`config.mk`:
```
export PLATFORM = sky130hd
export DESIGN_NAME = mem_wb_stage
export DESIGN_NICKNAME = d
export VERILOG_FILES = /design/src/rtl/mem_wb_pkg.sv /design/src/rtl/pipe_skid_buf.sv /design/src/rtl/mem_wb_stage.sv
export SDC_FILE = /design/constraint.sdc
export NUM_CORES = 1
export LEC_CHECK = 0
export CORE_MARGIN = 4
export CORE_UTILIZATION = 52
export CTS_CLUSTER_SIZE = 40
export DETAILED_ROUTE_END_ITERATION = 16
export PLACE_DENSITY = 0.77
export SYNTH_ARGS = -nofsm -noshare
export SYNTH_HDL_FRONTEND = slang
export SYNTH_SLANG_ARGS = --single-unit
```
`constraint.sdc`:
```
create_clock -name i_clk -period 2.05 [get_ports i_clk]
set_clock_uncertainty 0.1 [all_clocks]
set_input_delay 0.205 -clock i_clk [delete_from_list [all_inputs] [get_ports i_clk]]
set_output_delay 0.205 -clock i_clk [all_outputs]
set_load 0.005 [all_outputs]
```
`src/rtl/mem_wb_pkg.sv`:
```
// Shared types and constants for the MEM->WB pipeline stage.
package mem_wb_pkg;

    localparam int DEF_XLEN  = 32;
    localparam int DEF_RA_W  = 5;
    localparam int DEF_SEL_W = 2;

    typedef enum logic [1:0] {
        WB_ALU  = 2'd0,
        WB_DMEM = 2'd1,
        WB_PC4  = 2'd2,
        WB_RSVD = 2'd3
    } wb_sel_e;

    typedef enum logic [1:0] {
        OCC_EMPTY = 2'd0,
        OCC_ONE   = 2'd1,
        OCC_FULL  = 2'd2
    } occ_state_e;

    // Payload at the default widths; mem_wb_stage builds the same layout
    // from its own parameters.
    typedef struct packed {
        logic [DEF_XLEN-1:0]  alu_res;
        logic [DEF_XLEN-1:0]  dm_q;
        logic [DEF_XLEN-1:0]  pc4;
        logic [DEF_SEL_W-1:0] sel;
        logic [DEF_RA_W-1:0]  rd;
        logic                 we;
    } mem_wb_payload_t;

    localparam logic [DEF_RA_W-1:0] RF_ZERO = '0;

endpackage

```
`src/rtl/pipe_skid_buf.sv`:
```
// Two-entry skid buffer (head + skid) with valid/ready handshake and flush.
//
//  state     | meaning
//  ----------+-----------------------------------------------
//  OCC_EMPTY | nothing buffered, out_valid low
//  OCC_ONE   | head holds the oldest entry, skid unused
//  OCC_FULL  | head and skid both hold entries, in_ready low
//
// in_ready is registered from the next state so there is no combinational
// path from out_ready to in_ready.
module pipe_skid_buf
    import mem_wb_pkg::*;
#(
    parameter type T = logic
) (
    input  logic i_clk,
    input  logic i_rst,
    input  logic i_flush,
    input  logic i_in_valid,
    output logic o_in_ready,
    input  T     i_in_data,
    output logic o_out_valid,
    input  logic i_out_ready,
    output T     o_out_data
);

    occ_state_e r_state;
    occ_state_e w_state_nxt;
    T           r_head;
    T           r_skid;
    logic       r_ready;
    logic       w_accept;
    logic       w_pop;
    logic       w_load_head_in;
    logic       w_load_head_skid;
    logic       w_load_skid;

    assign w_accept = i_in_valid & r_ready;
    assign w_pop    = (r_state != OCC_EMPTY) & i_out_ready;

    // Next occupancy and which register loads from where.
    always_comb begin
        w_state_nxt      = r_state;
        w_load_head_in   = 1'b0;
        w_load_head_skid = 1'b0;
        w_load_skid      = 1'b0;
        case (r_state)
            OCC_EMPTY: begin
                if (w_accept) begin
                    w_state_nxt    = OCC_ONE;
                    w_load_head_in = 1'b1;
                end
            end
            OCC_ONE: begin
                if (w_accept && w_pop) begin
                    w_load_head_in = 1'b1;
                end else if (w_accept) begin
                    w_state_nxt = OCC_FULL;
                    w_load_skid = 1'b1;
                end else if (w_pop) begin
                    w_state_nxt = OCC_EMPTY;
                end
            end
            OCC_FULL: begin
                if (w_pop) begin
                    w_state_nxt      = OCC_ONE;
                    w_load_head_skid = 1'b1;
                end
            end
            default: w_state_nxt = OCC_EMPTY;
        endcase
        // Flush wins over accept and pop; payload loads are harmless since
        // nothing is marked valid afterwards.
        if (i_flush) begin
            w_state_nxt = OCC_EMPTY;
        end
    end

    // Occupancy state and registered ready.
    always_ff @(posedge i_clk) begin
        if (i_rst) begin
            r_state <= OCC_EMPTY;
            r_ready <= 1'b0;
        end else begin
            r_state <= w_state_nxt;
            r_ready <= (w_state_nxt != OCC_FULL);
        end
    end

    // Payload registers: head takes new input or the skid entry.
    always_ff @(posedge i_clk) begin
        if (i_rst) begin
            r_head <= '0;
            r_skid <= '0;
        end else begin
            if (w_load_head_in) begin
                r_head <= i_in_data;
            end else if (w_load_head_skid) begin
                r_head <= r_skid;
            end
            if (w_load_skid) begin
                r_skid <= i_in_data;
            end
        end
    end

    assign o_in_ready  = r_ready;
    assign o_out_valid = (r_state != OCC_EMPTY);
    assign o_out_data  = r_head;

endmodule

```
`src/rtl/mem_wb_stage.sv`:
```
// MEM->WB pipeline stage: skid-buffered handshake, write-back select,
// register-file write port and EX forwarding tap.
module mem_wb_stage
    import mem_wb_pkg::*;
#(
    parameter int XLEN  = 32,
    parameter int RA_W  = 5,
    parameter int SEL_W = 2
) (
    input  logic             i_clk,
    input  logic             i_rst,
    input  logic             i_flush,
    input  logic             i_mem_valid,
    output logic             o_mem_ready,
    input  logic [XLEN-1:0]  i_mem_alu_res,
    input  logic [XLEN-1:0]  i_mem_dm_q,
    input  logic [XLEN-1:0]  i_mem_pc4,
    input  logic [SEL_W-1:0] i_mem_rf_d_sel,
    input  logic [RA_W-1:0]  i_mem_rd,
    input  logic             i_mem_rf_we,
    output logic             o_wb_valid,
    input  logic             i_wb_ready,
    output logic             o_wb_rf_we,
    output logic [RA_W-1:0]  o_wb_rd,
    output logic [XLEN-1:0]  o_wb_data,
    output logic             o_fwd_valid,
    output logic [RA_W-1:0]  o_fwd_rd,
    output logic [XLEN-1:0]  o_fwd_data
);

    typedef struct packed {
        logic [XLEN-1:0]  alu_res;
        logic [XLEN-1:0]  dm_q;
        logic [XLEN-1:0]  pc4;
        logic [SEL_W-1:0] sel;
        logic [RA_W-1:0]  rd;
        logic             we;
    } payload_t;

    payload_t        w_in;
    payload_t        w_head;
    logic            w_valid;
    logic [XLEN-1:0] w_sel_data;

    assign w_in.alu_res = i_mem_alu_res;
    assign w_in.dm_q    = i_mem_dm_q;
    assign w_in.pc4     = i_mem_pc4;
    assign w_in.sel     = i_mem_rf_d_sel;
    assign w_in.rd      = i_mem_rd;
    assign w_in.we      = i_mem_rf_we;

    pipe_skid_buf #(
        .T (payload_t)
    ) u_buf (
        .i_clk       (i_clk),
        .i_rst       (i_rst),
        .i_flush     (i_flush),
        .i_in_valid  (i_mem_valid),
        .o_in_ready  (o_mem_ready),
        .i_in_data   (w_in),
        .o_out_valid (w_valid),
        .i_out_ready (i_wb_ready),
        .o_out_data  (w_head)
    );

    // Write-back data select from the head entry; reserved code gives zero.
    always_comb begin
        w_sel_data = '0;
        case (w_head.sel)
            SEL_W'(WB_ALU):  w_sel_data = w_head.alu_res;
            SEL_W'(WB_DMEM): w_sel_data = w_head.dm_q;
            SEL_W'(WB_PC4):  w_sel_data = w_head.pc4;
            default:         w_sel_data = '0;
        endcase
    end

    // Head payload is not cleared on flush, so every output is gated by valid.
    assign o_wb_valid  = w_valid;
    assign o_wb_rf_we  = w_valid & w_head.we & (w_head.rd != RA_W'(RF_ZERO));
    assign o_wb_rd     = w_valid ? w_head.rd : '0;
    assign o_wb_data   = w_valid ? w_sel_data : '0;

    assign o_fwd_valid = o_wb_rf_we;
    assign o_fwd_rd    = o_wb_rd;
    assign o_fwd_data  = o_wb_data;

endmodule

```
==> impl_metrics.json <==
{
  "outcome": "complete, but fails checks",
  "failed_checks": "setup timing",
  "syn_area_sq_um": 9575,
  "cts_buffer_depth": 3,
  "crit_arrival_ns": 1.94,
  "worstSkewPairLatency_ns": 0.50,
  "grt_pass1_wl_mm": 45.74,
  "ys_seq_elements": 211,
  "power_leakage_uw": 0.004473,
  "die_w_um": 143.7,
  "ys_seq_area_share_pct": 44.11,
  "drv_cap": 0,
  "reg2reg_to": "u_buf.o_out_data[52]$_SDFFE_PP0P_",
  "rsz0062_at_grt": "true",
  "whs_ns": 0.03668,
  "die_area_sq_um": 20650,
  "setup_ws_ns": -0.1993,
  "fmax_mhz": 444.6,
  "r2r_cells": 6,
  "mostFrequentLayoutCells": "449 x nand2_1, 205 x dfxtp_1, 118 x clkdlybuf4s50_1, 110 x nor2_1, 105 x a21oi_1",
  "r2r-start": "u_buf.r_state[0]$_SDFF_PP0_",
  "cts.clk_slew.worst_paths_ns": 0.06,
  "diodes": 0,
  "cts_tree": "yes",
  "rows": 49,
  "dieHeight_um": 143.7,
  "detail_route.first_pass.iterations": 6,
  "root_buffer": "clkbuf_16",
  "path_delay_family": "buffers and inverters",
  "fin_nets": 1479,
  "min-delay-start": "i_rst",
  "cp_num_buf_inv": 4,
  "slowest_stage": "dfxtp_4",
  "startpoint_type": "register",
  "maxSlewViolCount": 0,
  "postCtsHoldBufs": 0,
  "powerDensity_nw_per_um2": 787.8,
  "drt_iter0_markers": 869,
  "portBuffers": 186,
  "setup_viol": 51,
  "min_to": "u_buf.r_skid[74]$_SDFFE_PP0P_",
  "avgSynthCellArea_sq_um": 7.722,
  "num_vias": 9211,
  "endpoint_kind": "output pin",
  "fin_tns_setup_ns": -3.251,
  "globalRoute.totalOverflow": 0,
  "cp_max_fo": 5,
  "nFillCells": 1403,
  "core_sq_um": 18020,
  "drive_gt1_share_pct": 18.33,
  "startpoint": "u_buf.o_out_data[6]$_SDFFE_PP0P_",
  "synth_nets": 1349,
  "fin_crit_ns": 2.249,
  "dp_cells": 1550,
  "grt_pass1_vias": 8592,
  "finalCritPeriodShare_pct": 109.7,
  "wl_per_cell_um": 18.20,
  "reg2reg_slack_ns": 0.17,
  "cp.required_ns": 1.75,
  "yosysUniqueCellTypes": 27,
  "hp-class": "input pin to register",
  "vias_per_cell": 5.703,
  "final_util_pct": 69.90,
  "numCtsBuffers": 23,
  "hold_depth": 2,
  "cp_common_cell": "buf_6",
  "antenna_found_initial": 0,
  "cp_slowest_stage_delay_ns": 0.37,
  "dp_hpwl_mm": 18.50,
  "drt.antenna.violating_nets": 0,
  "total_power_uw": 9926,
  "cp_cell_sequence": "buf_6, buf_12, buf_6, mux2i_4, o22a_1, nor2_2, buf_2",
  "ir_drop_mv": 0.7374,
  "gp_congestion": 0.8207,
  "syn_to_final_growth_pct": 31.58,
  "yosys_warnings": 0,
  "cts.sinks": 211,
  "drc": 0,
  "routed_wl_mm": 29.39,
  "ios": 187,
  "grt_max_degree": 57,
  "finalNonFillerCells": 1615,
  "grt_usage_pct": 27.07,
  "slew-limit-headroom_pct": 65.55,
  "worst_pin_slew_ns": 0.5167,
  "synth_cells": 1240,
  "hold_viol_final": 0,
  "final_common_cell": "nand2_1",
  "crit_cells": 7,
  "htree_levels": 1,
  "crit_type": "register to output pin",
  "initial_utilization_pct": 53.12
}
[repair_timing]
item	in CTS	in global routing
resized for setup	287	61
setup buffers	17	8
gates cloned	5	1
pin swaps	33	37
endpoints found under the setup margin	77	70
[worst max-delay path by stage]
stage                         end  slack [ns]
global route         o_wb_data[2]       -0.24
floorplan           o_wb_data[10]        0.33
finish              o_wb_data[23]       -0.20
global placement     o_wb_data[7]        0.07
CTS                 o_wb_data[23]       -0.26
detailed placement   o_wb_data[8]        0.04
[sequential cells by signal (all words and copies together) (netlist names)]
name              flops
u_buf.o_out_data    104
u_buf.r_skid        104
u_buf.o_in_ready      1
u_buf.r_state         2
[final cells by class]
type	instances	area, sq um	area share (%)
Multi-Input combinational cell	881	4805	38.13
Sequential cell	211	4239	33.64
Timing Repair Buffer	252	2452	19.46
Clock buffer	33	693.2	5.501
Tap cell	229	286.5	2.274
Clock inverter	8	120.1	0.9533
Inverter	1	3.754	0.02979
[through the flow]
stage | setup slack (ns) | instance area, sq um
after detailed placement | 0.04373 | 11560
after global routing | -0.2415 | 12600
after floorplan | 0.3282 | 9575
final | -0.1993 | 12600
after CTS | -0.2610 | 12480
after global placement | 0.06681 | 11560
[cell families after synthesis]
logic type             synth area share (%)
AOI/OAI and AO/OA                     19.72
muxes                                 3.463
buffers and inverters                 8.493
DFF                                   44.11
and+or+nand+nor                       24.21
[cells in the mapped netlist, drive strengths merged]
master | instances | area [sq um]
or3 | 1 | 6.260
o21ai | 2 | 10.01
nor2 | 138 | 518.0
inv | 1 | 3.750
mux2i | 32 | 320.3
nor3b | 1 | 7.510
dfxtp | 211 | 4224
a21o | 1 | 7.510
nand2 | 451 | 1700
nand2b | 2 | 12.51
o311a | 1 | 10.01
nor2b | 1 | 8.760
a21oi | 105 | 525.5
and2 | 6 | 37.54
mux2 | 1 | 11.26
clkbuf | 48 | 180.2
nor4b | 1 | 8.760
buf | 99 | 629.4
and3b | 1 | 8.760
o22a | 32 | 280.3
a311oi | 104 | 1055
nor3 | 1 | 10.01
[power breakdown]
group | total [uW] | internal, uW | switching [uW]
Clock | 4380 | 2720 | 1670
Combinational | 1160 | 594 | 563
Sequential | 4390 | 4260 | 127
Total | 9930 | 7570 | 2360
[per-layer routing]
metal | GRT usage, % | vias to the layer above | share of wire [%]
li1 | - | 4411 | -
met4 | 6.838 | 0 | 2.5
met3 | 3.960 | 57 | 7.7
met2 | 42.33 | 378 | 46
met5 | 0 | - | 0
met1 | 39.52 | 4365 | 44
(Power assumes the default switching activity.)
